<file path="config.mk">
export PLATFORM = sky130hd
export DESIGN_NAME = ps2_key_tracker
export DESIGN_NICKNAME = d
export VERILOG_FILES = /design/src/rtl/ps2_pkg.sv /design/src/rtl/key_event_fifo.sv /design/src/rtl/ps2_key_tracker.sv
export SDC_FILE = /design/constraint.sdc
export NUM_CORES = 1
export LEC_CHECK = 0
export ABC_CLOCK_PERIOD_IN_PS = 9550
export BUFFER_PORTS_ARGS = -buffer_cell sky130_fd_sc_hd__buf_4
export CORE_UTILIZATION = 55
export DETAILED_ROUTE_END_ITERATION = 8
export PLACE_DENSITY_LB_ADDON = 0.1
export REMOVE_ABC_BUFFERS = 1
export SYNTH_ARGS = -nofsm -noshare
export SYNTH_HDL_FRONTEND = slang
export SYNTH_HIERARCHICAL = 1
export SYNTH_SLANG_ARGS = --single-unit
export TNS_END_PERCENT = 100
</file>
<file path="constraint.sdc">
create_clock -name CLOCK_50 -period 9.55 [get_ports CLOCK_50]
set_input_delay 0.955 -clock CLOCK_50 [delete_from_list [all_inputs] [get_ports CLOCK_50]]
set_output_delay 0.955 -clock CLOCK_50 [all_outputs]
set_load 0.02 [all_outputs]
</file>
<file path="src/rtl/ps2_pkg.sv">
// Shared definitions for the PS/2 set-2 key tracker: decoder states,
// protocol byte values and the layout of a queued key event.
package ps2_pkg;

    // Decoder states. IDLE waits for a new scan code. EXT and BRK hold a
    // pending E0 or F0 prefix. EXT_BRK holds E0 F0. SKIP swallows the Pause tail.
    typedef enum logic [2:0] {
        ST_IDLE    = 3'd0,
        ST_EXT     = 3'd1,
        ST_BRK     = 3'd2,
        ST_EXT_BRK = 3'd3,
        ST_SKIP    = 3'd4
    } ps2_state_e;

    // Prefix bytes
    localparam logic [7:0] PS2_EXT   = 8'hE0;
    localparam logic [7:0] PS2_BRK   = 8'hF0;
    localparam logic [7:0] PS2_PAUSE = 8'hE1;

    // Keyboard responses and error codes; they never form a key event
    localparam logic [7:0] PS2_ERR_LO = 8'h00;
    localparam logic [7:0] PS2_ERR_HI = 8'hFF;
    localparam logic [7:0] PS2_BAT_OK = 8'hAA;
    localparam logic [7:0] PS2_ACK    = 8'hFA;
    localparam logic [7:0] PS2_RESEND = 8'hFE;
    localparam logic [7:0] PS2_ECHO   = 8'hEE;

    // After E1, Pause sends 7 more bytes: 14 77 E1 F0 14 F0 77
    localparam logic [2:0] PAUSE_TAIL = 3'd7;

    // One queued event: {ext, make, code}
    typedef struct packed {
        logic       ext;
        logic       make;
        logic [7:0] code;
    } key_event_t;

    localparam int EV_W = 10;

    // True for bytes that are dropped when they arrive with no prefix pending
    function automatic logic is_response(input logic [7:0] b);
        return (b == PS2_ERR_LO) || (b == PS2_ERR_HI) || (b == PS2_BAT_OK) ||
               (b == PS2_ACK)    || (b == PS2_RESEND) || (b == PS2_ECHO);
    endfunction

endpackage

</file>
<file path="src/rtl/key_event_fifo.sv">
// Small synchronous FIFO with first-word fall-through. The head word is
// presented while valid_o is high and is consumed on valid_o && pop_ready_i.
// If a push arrives while the FIFO is full and nothing is popped, the word is
// dropped and a sticky overflow flag is set.
module key_event_fifo #(
    parameter int DEPTH = 8,
    parameter int WIDTH = 10
) (
    input  logic                     clk_i,
    input  logic                     rst_i,
    input  logic                     push_i,
    input  logic [WIDTH-1:0]         push_data_i,
    input  logic                     pop_ready_i,
    input  logic                     ovf_clr_i,
    output logic                     valid_o,
    output logic [WIDTH-1:0]         data_o,
    output logic [$clog2(DEPTH):0]   count_o,
    output logic                     overflow_o
);

    localparam int AW = $clog2(DEPTH);
    localparam int CW = AW + 1;

    logic [WIDTH-1:0] mem_q [DEPTH];
    logic [AW-1:0]    wr_ptr_q, rd_ptr_q;
    logic [CW-1:0]    count_q;
    logic             ovf_q;

    logic empty, full, pop, push_ok;

    assign empty   = (count_q == '0);
    assign full    = (count_q == CW'(DEPTH));
    assign pop     = !empty && pop_ready_i;
    // A full FIFO can still take a word when the head leaves in the same cycle
    assign push_ok = push_i && (!full || pop);

    // Storage write
    // NOTE: the storage array has no reset. Its contents only matter
    // below count_q, and the head output is gated to zero while empty.
    always_ff @(posedge clk_i) begin
        if (push_ok) begin
            mem_q[wr_ptr_q] <= push_data_i;
        end
    end

    // Pointers, occupancy and sticky overflow
    // NOTE: sequential state uses non-blocking assignments. Every register
    // then samples values from before the edge, with no race between blocks.
    always_ff @(posedge clk_i or posedge rst_i) begin
        if (rst_i) begin
            wr_ptr_q <= '0;
            rd_ptr_q <= '0;
            count_q  <= '0;
            ovf_q    <= 1'b0;
        end else begin
            if (push_ok) begin
                wr_ptr_q <= wr_ptr_q + AW'(1);
            end
            if (pop) begin
                rd_ptr_q <= rd_ptr_q + AW'(1);
            end
            if (push_ok && !pop) begin
                count_q <= count_q + CW'(1);
            end else if (pop && !push_ok) begin
                count_q <= count_q - CW'(1);
            end
            // A new drop beats a clear in the same cycle
            if (push_i && !push_ok) begin
                ovf_q <= 1'b1;
            end else if (ovf_clr_i) begin
                ovf_q <= 1'b0;
            end
        end
    end

    assign valid_o    = !empty;
    assign data_o     = empty ? '0 : mem_q[rd_ptr_q];
    assign count_o    = count_q;
    assign overflow_o = ovf_q;

endmodule

</file>
<file path="src/rtl/ps2_key_tracker.sv">
// PS/2 set-2 scan-code decoder for the game front end. It resolves E0, F0
// and E1 sequences, suppresses typematic repeats, keeps a held-key bitmap
// for a configurable set of game keys and queues make/break events.
module ps2_key_tracker
    import ps2_pkg::*;
#(
    parameter int                      NUM_KEYS    = 8,
    parameter logic [9*NUM_KEYS-1:0]   KEY_CODES   = '0,
    parameter int                      FIFO_DEPTH  = 8,
    parameter int                      TIMEOUT_CYC = 1_000_000
) (
    input  logic                           CLOCK_50,
    input  logic                           Reset,
    input  logic [7:0]                     rx_data,
    input  logic                           rx_en,
    input  logic                           ev_ready,
    input  logic                           ovf_clr,
    output logic [NUM_KEYS-1:0]            key_down,
    output logic                           any_down,
    output logic                           ev_valid,
    output logic [7:0]                     ev_code,
    output logic                           ev_ext,
    output logic                           ev_make,
    output logic                           ev_overflow,
    output logic [$clog2(FIFO_DEPTH):0]    ev_count
);

    localparam int TW = $clog2(TIMEOUT_CYC + 1);

    ps2_state_e         state_q, state_d;
    logic [2:0]         skip_q, skip_d;
    logic [TW-1:0]      tmo_q, tmo_d;
    logic [NUM_KEYS-1:0] key_down_q, key_down_d;
    logic [8:0]         last_make_q, last_make_d;

    // Decoder outputs for the current byte
    logic               dec_make, dec_brk, dec_ext;
    logic [8:0]         dec_key;

    // Key matcher results
    logic [NUM_KEYS-1:0] hit;
    logic               tracked, held;

    logic               ev_push;
    key_event_t         push_ev, head_ev;

    // Prefix decoder: advance the FSM on each byte and flag complete make/break codes
    // NOTE: every signal written here gets a default first. Without one, a
    // path that skips an assignment would infer a latch.
    always_comb begin
        state_d  = state_q;
        skip_d   = skip_q;
        dec_make = 1'b0;
        dec_brk  = 1'b0;
        dec_ext  = 1'b0;
        if (rx_en) begin
            case (state_q)
                ST_IDLE: begin
                    if (rx_data == PS2_EXT) begin
                        state_d = ST_EXT;
                    end else if (rx_data == PS2_BRK) begin
                        state_d = ST_BRK;
                    end else if (rx_data == PS2_PAUSE) begin
                        state_d = ST_SKIP;
                        skip_d  = PAUSE_TAIL;
                    end else if (!is_response(rx_data)) begin
                        dec_make = 1'b1;
                    end
                end
                ST_EXT: begin
                    if (rx_data == PS2_BRK) begin
                        state_d = ST_EXT_BRK;
                    end else if (rx_data != PS2_EXT) begin
                        dec_make = 1'b1;
                        dec_ext  = 1'b1;
                        state_d  = ST_IDLE;
                    end
                end
                ST_BRK, ST_EXT_BRK: begin
                    // A second prefix after F0 is a protocol error: drop it and resync
                    state_d = ST_IDLE;
                    dec_ext = (state_q == ST_EXT_BRK);
                    if ((rx_data != PS2_BRK) && (rx_data != PS2_EXT)) begin
                        dec_brk = 1'b1;
                    end
                end
                ST_SKIP: begin
                    skip_d = skip_q - 3'd1;
                    if (skip_q <= 3'd1) begin
                        state_d = ST_IDLE;
                    end
                end
                default: begin
                    state_d = ST_IDLE;
                end
            endcase
        end else if ((state_q != ST_IDLE) && (tmo_q == TW'(TIMEOUT_CYC - 1))) begin
            // Abandon a half-received sequence after a long silence
            state_d = ST_IDLE;
            skip_d  = '0;
        end
    end

    // Idle counter: counts cycles since the last byte while a prefix is pending
    always_comb begin
        tmo_d = tmo_q;
        if (rx_en || (state_q == ST_IDLE)) begin
            tmo_d = '0;
        end else if (tmo_q != TW'(TIMEOUT_CYC)) begin
            tmo_d = tmo_q + TW'(1);
        end
    end

    assign dec_key = {dec_ext, rx_data};

    // Key matcher: compare the decoded key against every table entry in parallel
    always_comb begin
        hit = '0;
        for (int i = 0; i < NUM_KEYS; i++) begin
            hit[i] = (KEY_CODES[9*i +: 9] == dec_key);
        end
    end

    assign tracked = |hit;
    assign held    = |(hit & key_down_q);

    // Event filter: repeat suppression, bitmap update and FIFO push request
    always_comb begin
        key_down_d  = key_down_q;
        last_make_d = last_make_q;
        ev_push     = 1'b0;
        if (dec_make) begin
            // Tracked keys repeat while their bit is set. Untracked keys repeat
            // while they are still the most recent make.
            if (tracked ? !held : (dec_key != last_make_q)) begin
                key_down_d  = key_down_q | hit;
                last_make_d = dec_key;
                ev_push     = 1'b1;
            end
        end else if (dec_brk) begin
            key_down_d = key_down_q & ~hit;
            if (last_make_q == dec_key) begin
                last_make_d = '0;
            end
            ev_push = 1'b1;
        end
    end

    assign push_ev = '{ext: dec_ext, make: dec_make, code: rx_data};

    // Decoder, timeout and key state registers
    always_ff @(posedge CLOCK_50 or posedge Reset) begin
        if (Reset) begin
            state_q     <= ST_IDLE;
            skip_q      <= '0;
            tmo_q       <= '0;
            key_down_q  <= '0;
            last_make_q <= '0;
        end else begin
            state_q     <= state_d;
            skip_q      <= skip_d;
            tmo_q       <= tmo_d;
            key_down_q  <= key_down_d;
            last_make_q <= last_make_d;
        end
    end

    key_event_fifo #(
        .DEPTH (FIFO_DEPTH),
        .WIDTH (EV_W)
    ) u_fifo (
        .clk_i       (CLOCK_50),
        .rst_i       (Reset),
        .push_i      (ev_push),
        .push_data_i (push_ev),
        .pop_ready_i (ev_ready),
        .ovf_clr_i   (ovf_clr),
        .valid_o     (ev_valid),
        .data_o      (head_ev),
        .count_o     (ev_count),
        .overflow_o  (ev_overflow)
    );

    assign key_down = key_down_q;
    assign any_down = |key_down_q;
    assign ev_code  = head_ev.code;
    assign ev_ext   = head_ev.ext;
    assign ev_make  = head_ev.make;

endmodule
</file>
==> impl_metrics.json, run 1 <==
{
  "clock_latency_ns": 0.51,
  "syn_area_per_cell_um2": 13.9,
  "p_sw_uw": 567,
  "cts_resized": 0,
  "critPathSlowestCell": "or4_1",
  "dr.pass1.iters": 4,
  "final_hold_viol_count": 0,
  "timing_max_transition_violations_final": 0,
  "tightest_slew_ns": 1.08,
  "drc": 0,
  "p_leak_nw": 2.60,
  "vias_per_cell": 5.77,
  "antenna_found_initial": 0,
  "setup_viol": 0,
  "portBuffers": 37,
  "r2r_cells": 13,
  "p_per_area_mw_per_mm2": 278,
  "routedWlPerCell_um": 18.0,
  "yosys_warnings": 6,
  "max_stage_delay_ns": 0.48,
  "ir_drop_mv": 0.170,
  "ys_seq_elements": 127,
  "period_share_pct": 45.3,
  "max_freq_mhz": 231,
  "ys.flop_type": "edfxtp_1",
  "clock_path_buffers": 2,
  "drtAntennaViolNets": 0,
  "p_int_mw": 1.34,
  "r2r-start": "state_q[2]",
  "fp.dieW_um": 106,
  "power_mw": 1.91,
  "gp_congestion": 0.811,
  "htreeDepth": 4,
  "startpoint": "rx_data[1]",
  "path_max_fanout": 12,
  "clk_pin_slew_worst_paths_ns": 0.06,
  "p_sw_share_pct": 29.8,
  "grt.overflow.total": 0,
  "grt_usage_pct": 22.0,
  "postCtsSetupRepairBufs": 0,
  "grt_max_degree": 37,
  "layout-drive-gt1-share_pct": 24.4,
  "synth_edf_count": 80,
  "numCtsBuffers": 17,
  "areaGrowthSynthToFinish_pct": 15.2,
  "worstPathArrival_ns": 4.70,
  "cp_num_buf_inv": 3,
  "crit_family": "compound AO/OA/AOI/OAI gates",
  "mappedNetlistArea_mm2": 0.00596,
  "crit_path_end_kind": "flip-flop",
  "seq_area_frac_synth_pct": 60.0,
  "die_area_mm2": 0.0113,
  "startpoint_type": "input pin",
  "start_util_pct": 57.2,
  "yosys-top-cells-area": "edfxtp_1 40%, dfrtp_1 20%, mux4_2 7.6%, xnor2_1 2.9%, mux2i_1 2.0%",
  "synth_top_cell_by_area": "edfxtp_1",
  "io-pin-count": 38,
  "synthTopCellsByCount": "80 x edfxtp_1, 47 x dfrtp_1, 26 x nand2_1",
  "num_vias": 3546,
  "power_frac_seq_pct": 38.7,
  "finClkSkew_ns": 0.00877,
  "grt_pass1_wl_mm": 18.4,
  "rsz0062_at_grt": "no",
  "core_mm2": 0.0104,
  "crit_type": "in -> reg",
  "row_count": 37,
  "hold_class": "in -> async",
  "netlist_instances": 430,
  "cts_root_buffer": "clkbuf_8",
  "drt_iter0_drc": 268,
  "fin_nets": 489,
  "cap_viol_max_count": 0,
  "place_ws_ns": 4.76,
  "drt_wl_total_mm": 11.0,
  "combPwrFrac_pct": 28.2,
  "max_slew_margin_pct": 27.8,
  "ff2ff_setup_slack_ns": 5.65,
  "synth_top_area_share_pct": 40.3,
  "cp_cell_sequence": "buf_4 > or3_4 > o41ai_4 > xor2_1 > a32o_2 > o221ai_1 > o21ai_2 > inv_1 > ha_1 > inv_1 > ha_1 > or4_1 > nand3_1 > o221ai_1",
  "die_height_um": 106,
  "final_cells": 615,
  "p_clk_share_pct": 33.1,
  "cp.required_ns": 9.92,
  "cts_tree": "yes",
  "worstReg2RegEnd": "u_fifo/count_o[3]",
  "yosysMostFrequentCell": "edfxtp_1",
  "hold_buffers": 0,
  "min_period_ns": 4.32,
  "place_hpwl_mm": 7.11,
  "diodes": 0,
  "dp_cells": 583,
  "fin_setup_tns_ns": 0,
  "yosysUniqueCellTypes": 65,
  "async_flop_share_pct": 37.0,
  "finalWorstSetupSlack_ns": 5.23,
  "cts_sinks": 127,
  "outcome": "complete, no violations",
  "grt_pass1_vias": 3592
}
==> through the flow <==
stage / hold slack [ns] / instance area (um^2) / utilization [%]
5_1_grt: 0.486 / 6860 / 65.9
3_3_place_gp: 0.495 / 6270 / 60.2
3_5_place_dp: 0.500 / 6270 / 60.2
4_1_cts: 0.458 / 6860 / 65.9
2_1_floorplan: 0.496 / 5760 / -
6_report: 0.466 / 6860 / 65.9
==> worst register-to-register path: stages, from the launching register on <==
cell and delay, ns:
dfrtp_1 0.48, nor2_4 0.21, nand2_1 0.10, or3_2 0.48
a32o_2 0.35, o221ai_1 0.42, o21ai_2 0.24, inv_1 0.11
ha_1 0.23, inv_1 0.12, ha_1 0.35, or4_1 0.48
nand3_1 0.10, o221ai_1 0.11
==> cell families after synthesis <==
logic type	synth area share, %
DFF	60.0
and+or+nand+nor	11.7
AOI/OAI and AO/OA	6.74
buffers and inverters	4.87
muxes	10.1
xor gates and xnor gates	4.12
adders and majority gates	2.39
==> layout make-up <==
class,count,area [um^2]
clock inverter,9,103
multi-input combinational,252,2110
clock buffer,23,489
fill,759,3550
inverter,25,93.8
sequential,127,3580
timing repair buffer,43,323
tap,136,170
==> worst max-delay path by stage <==
stage,endpoint,slack (ns),cells after the start
finish,u_fifo/count_o[3],5.23,14
global route,u_fifo/count_o[3],4.97,14
CTS,u_fifo/count_o[3],5.30,14
detailed placement,u_fifo/count_o[3],4.76,14
global placement,u_fifo/count_o[3],4.94,14
floorplan,u_fifo/count_o[3],5.36,13
==> power by group through the flow <==
stage | clock network, mW | registers [mW] | logic [mW]
2_1_floorplan | 0 | 0.755 | 0.342
3_3_place_gp | 0 | 0.744 | 0.533
3_5_place_dp | 0 | 0.747 | 0.542
4_1_cts | 0.642 | 0.737 | 0.544
5_1_grt | 0.666 | 0.747 | 0.584
6_report | 0.631 | 0.737 | 0.538
==> placed cells by master (no fill, tap or decap), drive strengths merged, types with 11 or more instances in the layout <==
| master | n |
|---|---|
| a21oi | 15 |
| clkbuf | 23 |
| buf | 43 |
| nand2 | 26 |
| edfxtp | 80 |
| nor2 | 25 |
| o21ai | 11 |
| mux4 | 20 |
| or3 | 14 |
| nand3 | 11 |
| inv | 26 |
| xnor2 | 20 |
| mux2i | 12 |
| dfrtp | 47 |
==> flip-flops by register name, summed over array words and instances, names as in the netlist, named ones only <==
| name | flops |
|---|---|
| last_make_q | 9 |
| skip_q | 3 |
| state_q | 3 |
| tmo_q | 20 |
| u_fifo/count_o | 4 |
| u_fifo/mem_q | 80 |
| u_fifo/overflow_o | 1 |
| u_fifo/rd_ptr_q | 3 |
| u_fifo/wr_ptr_q | 3 |
==> per-layer routing <==
metal / vias up / global-route usage (%) / share of wire [%]
li1: 1673 / - / -
met1: 1778 / 29.6 / 45
met2: 89 / 35.0 / 49
met3: 6 / 5.09 / 5.2
met4: 0 / 8.33 / 0.65
met5: - / 0 / 0
No activity file was read; power rests on OpenSTA's default activity.
==> inputs of run 2 (changes only) <==
- ABC_CLOCK_PERIOD_IN_PS: 9550 -> 4300
- clock period: 9.55 -> 4.3 ns (I/O delays scaled with it)
==> run 2 against run 1 <==
Largest cell class unchanged. Sequential cell count unchanged. Sequential power increased by 120%. Via count decreased by 1.7%. Routed wire length decreased by 1.4%. Register-to-register slack got worse by 5.1 ns. Final cell count increased by 0.81%.
==> impl_metrics.json, run 2 (synthesis results as in run 1) <==
{
  "crit_path_end_kind": "flip-flop",
  "gp_congestion": 0.812,
  "grt_pass1_vias": 3569,
  "worstReg2RegEnd": "u_fifo/count_o[3]",
  "outcome": "complete, no violations",
  "hold_class": "in -> reg",
  "final_util_pct": 66.5,
  "cap_viol_max_count": 0,
  "areaGrowthSynthToFinish_pct": 16.3,
  "fin_setup_tns_ns": 0,
  "cts_root_buffer": "clkbuf_8",
  "dr.pass1.iters": 4,
  "finalWorstSetupSlack_ns": 0.562,
  "max_freq_mhz": 268,
  "antenna_found_initial": 0,
  "p_leak_nw": 2.64,
  "largestRegisters": "u_fifo/mem_q x80, tmo_q x20, last_make_q x9",
  "hold_path.startpoint": "ovf_clr",
  "worstPathArrival_ns": 4.11,
  "timing_max_transition_violations_final": 0,
  "p_sw_share_pct": 30.0,
  "drt_wl_total_mm": 10.9,
  "dpl-instance-area_mm2": 0.00630,
  "drc": 0,
  "crit_type": "reg -> reg",
  "cts_tree": "yes",
  "ir_drop_mv": 0.391,
  "start_util_pct": 57.2,
  "p_per_area_mw_per_mm2": 624,
  "setup_viol": 0,
  "startpoint_type": "flip-flop",
  "hold_depth": 2,
  "diodes": 0,
  "final_common_cell": "edfxtp_1",
  "p_sw_mw": 1.30,
  "fillCellCount": 744,
  "grt.overflow.total": 0,
  "numCtsBuffers": 17,
  "clock_latency_ns": 0.50,
  "routedWlPerCell_um": 17.6,
  "rsz0062_at_grt": "no",
  "critPathSlowestCell": "or4_1",
  "largest_register_ffs": 80,
  "combPwrFrac_pct": 27.3,
  "drtAntennaViolNets": 0,
  "finClkSkew_ns": 0.00869,
  "htreeDepth": 4,
  "grt_pass1_wl_mm": 18.1,
  "die_area_mm2": 0.0113,
  "grt_usage_pct": 21.3,
  "row_count": 37,
  "post-route-cell-area_mm2": 0.00693,
  "clk_pin_slew_worst_paths_ns": 0.06,
  "cts_resized": 0,
  "vias_per_cell": 5.62,
  "drt_iter0_drc": 160,
  "postCtsSetupRepairBufs": 0,
  "hold_end": "u_fifo/overflow_o",
  "final_hold_viol_count": 0,
  "io-pin-count": 38,
  "p_int_mw": 3.02,
  "period_share_pct": 86.9,
  "fin_nets": 495,
  "clock_path_buffers": 2,
  "power_frac_seq_pct": 38.2,
  "grt_max_degree": 37,
  "min_period_ns": 3.74,
  "r2r_cells": 13,
  "place_hpwl_mm": 7.08,
  "layout-drive-gt1-share_pct": 25.6,
  "holdWs_ns": 0.114,
  "place_ws_ns": 0.212,
  "ff2ff_setup_slack_ns": 0.56,
  "core_mm2": 0.0104,
  "die_height_um": 106,
  "cp.required_ns": 4.67,
  "tightest_slew_ns": 1.04,
  "fp.dieW_um": 106,
  "regMostFlops": "u_fifo/mem_q",
  "max_stage_delay_ns": 0.50,
  "path_max_fanout": 10,
  "p_clk_share_pct": 34.5,
  "cts_sinks": 127,
  "max_slew_margin_pct": 30.5,
  "num_vias": 3484,
  "cp_cell_sequence": "nor2_4 > nand2_1 > or3_2 > a32o_2 > o221ai_1 > o21ai_2 > inv_1 > ha_1 > inv_1 > ha_1 > or4_1 > nand3_1 > o221ai_1",
  "final_cell_mix": "80 x edfxtp_1, 48 x buf_4, 47 x dfrtp_1, 26 x nand2_1, 24 x nor2_1",
  "portBuffers": 37,
  "r2r-start": "state_q[2]"
}
==> run 2: cell count changes in the layout (fill, tap and decap cells not counted), moves of 3 or more <==
cell      previous run  this run
clkinv_2             4         1
clkbuf_1             3         0
buf_4               43        48
inv_6                0         4
==> run 2: metal layers <==
layer	global-route usage [%]	up-vias	wire length (um)	share of wire, %
li1	-	1686	-	-
met1	29.6	1740	4970	46
met2	34.1	54	5510	51
met3	4.54	4	367	3.4
met4	5.95	0	49	0.45
met5	0	-	0	0
==> run 2: worst max-delay path, delay by kind of cell (launching register included) <==
kind                       cells  cell delay (ns)
buffers and inverters          2             0.19
AOI/OAI and AO/OA              4             0.96
DFF                            1             0.48
and+or+nand+nor                5             1.36
adders and majority gates      2             0.61
==> run 2: final cells by class <==
type	instances	area (um^2)	area share, %
timing repair buffer	49	370	5.34
inverter	25	93.8	1.35
clock inverter	14	205	2.96
tap	136	170	2.46
clock buffer	17	414	5.98
multi-input combinational	252	2100	30.3
sequential	127	3580	51.6
==> run 2: metrics by stage <==
step                      instances  power, mW
after floorplan                 404       2.44
after global placement          588       2.84
after detailed placement        588       2.86
after CTS                       620       4.38
after global routing            620       4.53
final                           620       4.32
==> run 2: repair_timing <==
action / in CTS / in global routing
hold buffers: 1 / 0
endpoints found under the setup margin: 0 / 0
endpoints found under the hold margin: 11 / 0
==> run 2: worst max-delay path by stage <==
stage	depth (start not counted)	slack, ns	from	endpoint
after detailed placement	14	0.21	rx_data[1]	u_fifo/count_o[3]
after CTS	13	0.60	state_q[2]	u_fifo/count_o[3]
after floorplan	13	0.63	rx_data[1]	u_fifo/count_o[3]
after global placement	14	0.37	rx_data[1]	u_fifo/count_o[3]
after global routing	13	0.39	state_q[2]	u_fifo/count_o[3]
final	13	0.56	state_q[2]	u_fifo/count_o[3]
==> run 2: power groups by stage <==
| stage | clock [mW] | sequential [mW] | combinational (mW) |
|---|---|---|---|
| 6_report | 1.49 | 1.65 | 1.18 |
| 5_1_grt | 1.57 | 1.68 | 1.28 |
| 4_1_cts | 1.53 | 1.66 | 1.19 |
| 3_5_place_dp | 0 | 1.68 | 1.19 |
| 3_3_place_gp | 0 | 1.67 | 1.17 |
| 2_1_floorplan | 0 | 1.68 | 0.759 |
